===== src/rtl/geri_yaz_denetleyici_pkg.sv =====
// Shared constants and payload types for the write-back controller.
package geri_yaz_denetleyici_pkg;

    // Long-latency source indices.
    localparam int unsigned KAYNAK_BOL                = 0;
    localparam int unsigned KAYNAK_BELLEK             = 1;
    localparam int unsigned VARSAYILAN_KAYNAK_SAYISI  = 2;
    localparam int unsigned VARSAYILAN_ACLIK_ESIGI    = 8;

    localparam int unsigned MESGUL_GENISLIK = 32;
    localparam int unsigned ADRES_GENISLIK  = 5;
    localparam int unsigned DEGER_GENISLIK  = 32;

    // Register-file write payload.
    typedef struct packed {
        logic                        yazmac;
        logic [ADRES_GENISLIK-1:0]   adres;
        logic [DEGER_GENISLIK-1:0]   deger;
    } yaz_istegi_t;

endpackage


===== src/rtl/geri_yaz_denetleyici_rr_hakem.sv =====
// K-wide round-robin arbiter; search starts at the pointer, pointer moves past the winner on ilerlet.
module geri_yaz_denetleyici_rr_hakem #(
    parameter int unsigned K = 2
) (
    input  logic                                 clk_i,
    input  logic                                 rst_i,
    input  logic [K-1:0]                         istek_i,
    input  logic                                 ilerlet_i,
    output logic [K-1:0]                         izin_c,
    output logic [((K > 1) ? $clog2(K) : 1)-1:0] kazanan_c
);

    localparam int unsigned IW = (K > 1) ? $clog2(K) : 1;

    logic [IW-1:0] isaretci_q;
    logic [IW-1:0] isaretci_d;
    logic [IW-1:0] aday;
    logic          bulundu;

    // First requester at or after the pointer, wrapping modulo K.
    always_comb begin
        izin_c    = '0;
        kazanan_c = '0;
        bulundu   = 1'b0;
        aday      = '0;
        for (int unsigned i = 0; i < K; i++) begin
            aday = IW'((32'(isaretci_q) + i) % K);
            if (!bulundu && istek_i[aday]) begin
                bulundu       = 1'b1;
                izin_c[aday]  = 1'b1;
                kazanan_c     = aday;
            end
        end
    end

    // Next pointer: winner+1 mod K; with K=1 this is always 0.
    always_comb begin
        isaretci_d = isaretci_q;
        if (ilerlet_i) begin
            if (32'(kazanan_c) == K - 1)
                isaretci_d = '0;
            else
                isaretci_d = IW'(32'(kazanan_c) + 32'd1);
        end
    end

    // Pointer register.
    always_ff @(posedge clk_i or posedge rst_i) begin
        if (rst_i) isaretci_q <= '0;
        else       isaretci_q <= isaretci_d;
    end

endmodule


===== src/rtl/geri_yaz_denetleyici.sv =====
// Write-back controller: owns the register-file write port, tracks in-flight long results.
module geri_yaz_denetleyici
    import geri_yaz_denetleyici_pkg::*;
#(
    parameter int unsigned KAYNAK_SAYISI = VARSAYILAN_KAYNAK_SAYISI,
    parameter int unsigned ACLIK_ESIGI   = VARSAYILAN_ACLIK_ESIGI
) (
    input  logic                                      clk_i,
    input  logic                                      rst_i,
    input  logic                                      yrt_yaz_i,
    input  logic [ADRES_GENISLIK-1:0]                 yrt_rd_adres_i,
    input  logic [DEGER_GENISLIK-1:0]                 yrt_rd_deger_i,
    input  logic [KAYNAK_SAYISI-1:0]                  uzun_gecerli_i,
    input  logic [ADRES_GENISLIK*KAYNAK_SAYISI-1:0]   uzun_rd_adres_i,
    input  logic [DEGER_GENISLIK*KAYNAK_SAYISI-1:0]   uzun_deger_i,
    output logic [KAYNAK_SAYISI-1:0]                  uzun_hazir_o,
    input  logic                                      coz_basla_i,
    input  logic [ADRES_GENISLIK-1:0]                 coz_basla_adres_i,
    output logic [MESGUL_GENISLIK-1:0]                cyo_mesgul_o,
    output logic                                      cyo_durdur_o,
    output logic                                      cyo_yaz_yazmac_o,
    output logic [ADRES_GENISLIK-1:0]                 cyo_yaz_adres_o,
    output logic [DEGER_GENISLIK-1:0]                 cyo_yaz_deger_o
);

    localparam int unsigned K  = KAYNAK_SAYISI;
    localparam int unsigned IW = (K > 1) ? $clog2(K) : 1;
    localparam int unsigned SW = $clog2(ACLIK_ESIGI + 1);

    logic [K-1:0]                istek;
    logic [K-1:0]                izin;
    logic [IW-1:0]               kazanan;
    logic                        uzun_verildi;
    logic [ADRES_GENISLIK-1:0]   uzun_adres [K];
    logic [DEGER_GENISLIK-1:0]   uzun_deger [K];

    yaz_istegi_t                 yaz_q, yaz_d;
    logic [MESGUL_GENISLIK-1:0]  mesgul_q, mesgul_d;
    logic [SW-1:0]               aclik_q [K];
    logic [SW-1:0]               aclik_d [K];
    logic                        durdur_q, durdur_d;

    // YURUT always wins; reset withdraws every long request.
    assign istek        = (rst_i || yrt_yaz_i) ? '0 : uzun_gecerli_i;
    assign uzun_verildi = |izin;
    assign uzun_hazir_o = izin;

    geri_yaz_denetleyici_rr_hakem #(.K(K)) u_rr_hakem (
        .clk_i     (clk_i),
        .rst_i     (rst_i),
        .istek_i   (istek),
        .ilerlet_i (uzun_verildi),
        .izin_c    (izin),
        .kazanan_c (kazanan)
    );

    // Split the flat per-unit buses into indexable arrays.
    always_comb begin
        for (int k = 0; k < int'(K); k++) begin
            uzun_adres[k] = uzun_rd_adres_i[k*ADRES_GENISLIK +: ADRES_GENISLIK];
            uzun_deger[k] = uzun_deger_i[k*DEGER_GENISLIK +: DEGER_GENISLIK];
        end
    end

    // Next write-port payload, scoreboard and starvation state.
    always_comb begin
        yaz_d    = '0;
        mesgul_d = mesgul_q;
        durdur_d = 1'b0;

        if (yrt_yaz_i) begin
            yaz_d.yazmac = (yrt_rd_adres_i != '0);
            yaz_d.adres  = yrt_rd_adres_i;
            yaz_d.deger  = yrt_rd_deger_i;
        end else if (uzun_verildi) begin
            yaz_d.yazmac = (uzun_adres[kazanan] != '0);
            yaz_d.adres  = uzun_adres[kazanan];
            yaz_d.deger  = uzun_deger[kazanan];
        end

        // Clear first so a same-edge set of the same rd survives.
        if (uzun_verildi)
            mesgul_d[uzun_adres[kazanan]] = 1'b0;
        if (coz_basla_i && (coz_basla_adres_i != '0))
            mesgul_d[coz_basla_adres_i] = 1'b1;

        for (int k = 0; k < int'(K); k++) begin
            aclik_d[k] = '0;
            if (uzun_gecerli_i[k] && !izin[k]) begin
                if (aclik_q[k] == SW'(ACLIK_ESIGI))
                    aclik_d[k] = aclik_q[k];
                else
                    aclik_d[k] = aclik_q[k] + SW'(1);
            end
            // Stall holds while a saturated unit is still waiting.
            if (uzun_gecerli_i[k] && !izin[k] && (aclik_q[k] == SW'(ACLIK_ESIGI)))
                durdur_d = 1'b1;
        end
    end

    // State registers.
    always_ff @(posedge clk_i or posedge rst_i) begin
        if (rst_i) begin
            yaz_q    <= '0;
            mesgul_q <= '0;
            durdur_q <= 1'b0;
            for (int k = 0; k < int'(K); k++) aclik_q[k] <= '0;
        end else begin
            yaz_q    <= yaz_d;
            mesgul_q <= mesgul_d;
            durdur_q <= durdur_d;
            for (int k = 0; k < int'(K); k++) aclik_q[k] <= aclik_d[k];
        end
    end

    assign cyo_mesgul_o     = mesgul_q;
    assign cyo_durdur_o     = durdur_q;
    assign cyo_yaz_yazmac_o = yaz_q.yazmac;
    assign cyo_yaz_adres_o  = yaz_q.adres;
    assign cyo_yaz_deger_o  = yaz_q.deger;

endmodule


===== config.mk =====
export PLATFORM = sky130hd
export DESIGN_NAME = geri_yaz_denetleyici
export DESIGN_NICKNAME = d
export VERILOG_FILES = /design/src/rtl/geri_yaz_denetleyici_pkg.sv /design/src/rtl/geri_yaz_denetleyici_rr_hakem.sv /design/src/rtl/geri_yaz_denetleyici.sv
export SDC_FILE = /design/constraint.sdc
export NUM_CORES = 1
export LEC_CHECK = 0
export ABC_AREA = 1
export BUFFER_PORTS_ARGS = -buffer_cell sky130_fd_sc_hd__buf_4
export CORE_ASPECT_RATIO = 1.1
export CORE_MARGIN = 2
export CORE_UTILIZATION = 46
export CTS_BUF_LIST = sky130_fd_sc_hd__clkbuf_16
export CTS_CLUSTER_DIAMETER = 40
export DETAILED_ROUTE_END_ITERATION = 10
export PLACE_DENSITY = 0.86
export SLEW_MARGIN = 30
export SYNTH_ARGS = -nofsm -noshare
export SYNTH_HDL_FRONTEND = slang
export SYNTH_HIERARCHICAL = 1
export SYNTH_SLANG_ARGS = --single-unit

===== constraint.sdc =====
create_clock -name clk_i -period 3.1 [get_ports clk_i]
set_input_delay 0.31 -clock clk_i [delete_from_list [all_inputs] [get_ports clk_i]]
set_output_delay 0.31 -clock clk_i [all_outputs]
set_load 0.005 [all_outputs]

==> flow_summary.toml <==
[outcome]
status = "finished clean"

[detailed_routing]
drt_iter0_drc = 222
ant_nets = 0
drc_errors = 0
vias_per_cell = 5.16
routed_wl_um = 12800
wl_per_cell_um = 16.0
vias = 4137
drt_first_pass_iters = 5

[clock_tree]
numCtsBuffers = 9
postCtsSetupBuffers = 0
cts_tree = "done"
cts_root_buf = "clkbuf_16"
clock_latency_ps = 340
h-tree-depth = 3
clkTransAtPathRegs_ps = 60
cts.repair.resized = 0
cts_max_path_buffers = 2
cts.sinks = 80

[grt]
grt_overflow_total = 0
track_usage = 0.282
grt_max_degree = 46
grt_pass1_vias = 4145
antenna_found_initial = 0
grt_pass1_wl_um = 20100

[yosys]
synth_seq_cells = 80
synth.avg_cell_area_sq_um = 7.81
yosysSeqAreaShare = 0.521
syn-num-nets = 618
syn_area_sq_um = 3840
yosysWarnings = 6
synthCells = 492
synth_cell_type_count = 25

[pwr]
finalPower_mw = 3.31
combPwrFrac = 0.234
switchingPower_mw = 0.905
clockPowerShare = 0.367
power_leakage_nw = 3.05
power_frac_seq = 0.399
switching_share = 0.273
power_density_nw_per_um2 = 576
max-vdd-ir-drop_v = 0.000400
power.internal_mw = 2.41

[critical_path]
reg2regPathDepth = 10
critPathLaunchType = "primary input"
crit_path_end_kind = "register"
cp_data_arrival_time_ps = 2880
worst-setup-path-type = "in -> reg"
required_ps = 3320
cp_max_fo = 30

[place]
dpl.hpwl_um = 9730
place_inst = 784
place.gp.congestion = 0.956
io_buffers = 194

[finish]
diodes = 0
finalNonFillerCells = 801
nets = 814
post-route-util = 0.719
drive_above_1_share = 0.325
syn_to_final_growth_pct = 49.6

[sta]
period_needed_ps = 2650
hold_viol = 0
finalSetupViolCount = 0
setup_tns_ps = 0
slew_headroom = 0.343
drv_slew = 0
min_period_over_period = 0.856
rsz0062_at_grt = "no"
worstMarginPinSlew_ps = 978
finClkSkew_ps = 6.72
fmax_mhz = 377

[die]
initial_utilization = 0.481
fp.dieH_um = 99.9
ios = 195
dieArea_sq_um = 9110
die-width_um = 91.2
core-area_sq_um = 8000
rows = 34

[flow_run]
drv_cap = 0

[hold_path]
hold-path-cell-count = 3
hp-class = "in -> reg"
[routing by layer]
layer	global-route usage	share of wire
met1	0.323	0.37
met2	0.515	0.52
met3	0.0556	0.081
met4	0.118	0.025
met5	0	0
[cell families (layout without fill, tap and decap cells)]
family / count (synthesis) / in the layout / share of synthesized area
buf+inv: 48 / 249 / 0.0537
compound gates: 52 / 52 / 0.0914
xor+xnor: 2 / 2 / 0.00456
flops: 80 / 80 / 0.521
fa+ha+maj: 4 / 4 / 0.0130
simple gates: 306 / 306 / 0.317
[cells in the mapped netlist]
library cell,count,share of area
a21boi_0,1,0.0020
a21oi_1,3,0.0039
and3_1,1,0.0016
buf_1,1,0.00098
buf_2,9,0.012
buf_6,2,0.0059
clkbuf_1,4,0.0039
dfrtp_1,80,0.52
ha_1,4,0.013
inv_1,31,0.030
inv_2,1,0.00098
nand2_1,196,0.19
nand2_2,1,0.0016
nand3_1,11,0.014
nand4_1,2,0.0033
nor2_1,77,0.075
nor2_2,3,0.0049
nor2_4,3,0.0088
nor3_1,12,0.016
o21a_1,1,0.0020
o21ai_0,12,0.016
o21ai_2,1,0.0023
o22ai_1,2,0.0033
o31ai_1,32,0.062
xnor2_1,2,0.0046
[final timing paths]
kind	from	end	slack (ps)
max	rst_i	cyo_mesgul_o[19]$_DFF_PP0_	450
min	yrt_rd_deger_i[8]	cyo_yaz_deger_o[8]$_DFF_PP0_	180
max reg2reg	register	cyo_mesgul_o[19]$_DFF_PP0_	1080
min reg2reg	cyo_mesgul_o[23]$_DFF_PP0_	cyo_mesgul_o[23]$_DFF_PP0_	480
max in group asynchronous	rst_i	cyo_yaz_deger_o[25]$_DFF_PP0_	1700
min in group asynchronous	rst_i	asynchronous set/reset pin	400
[layout make-up]
type,instances,area (sq um)
clock buffers,9,225
clock inverters,7,119
fillers,631,2250
inverters,32,121
multi-input cells,364,1640
flip-flops and latches,80,2000
well taps,108,135
repair buffers,201,1510
[flip-flops by register name, summed over array words and instances (netlist names), named ones only]
name	count
aclik_q	8
cyo_durdur_o	1
cyo_mesgul_o	32
cyo_yaz_adres_o	5
cyo_yaz_deger_o	32
cyo_yaz_yazmac_o	1
[cell usage in the layout, fill, tap and decap left out, drive strengths merged]
cell and count:
ha 4, inv 34, dlygate4sd3 1, a21oi 3
clkbuf 9, dfrtp 80, nand3 11, buf 200
a21boi 1, nand4 2, o21ai 13, clkinvlp 1
o21a 1, clkinv 1, o31ai 32, xnor2 2
nor3 12, bufinv 3, nand2 197, o22ai 2
nor2 83, and3 1
[critical path, stage by stage]
cell	delay (ps)
dlygate4sd3_1	530
buf_4	150
nor3_1	310
nand2_1	170
nand2_1	150
buf_4	320
nand2_1	120
nand2_1	110
nand2_1	130
nor2_2	310
nand2_1	120
nand2_1	80
nand2_1	60
[power by group through the flow]
stage / logic [mW] / registers (mW) / clock network (mW)
2_1_floorplan: 0.286 / 1.33 / 0
3_3_place_gp: 0.743 / 1.33 / 0
3_5_place_dp: 0.773 / 1.33 / 0
4_1_cts: 0.779 / 1.32 / 1.22
5_1_grt: 0.847 / 1.34 / 1.27
6_report: 0.775 / 1.32 / 1.22
[through the flow]
step / area (sq um) / worst slack, ps / hold WS (ps)
CTS: 5750 / 532 / 180
detailed placement: 5400 / 632 / 186
finish: 5750 / 446 / 179
floorplan: 3840 / 767 / 38.7
global route: 5750 / 284 / 183
global placement: 5400 / 743 / 186
[repair_timing]
action                                  4_1_cts  5_1_grt
hold endpoints to repair                      1        0
hold buffers                                  1        0
endpoints found under the setup margin        0        0
Note: power is estimated with default switching activity, not from simulation.
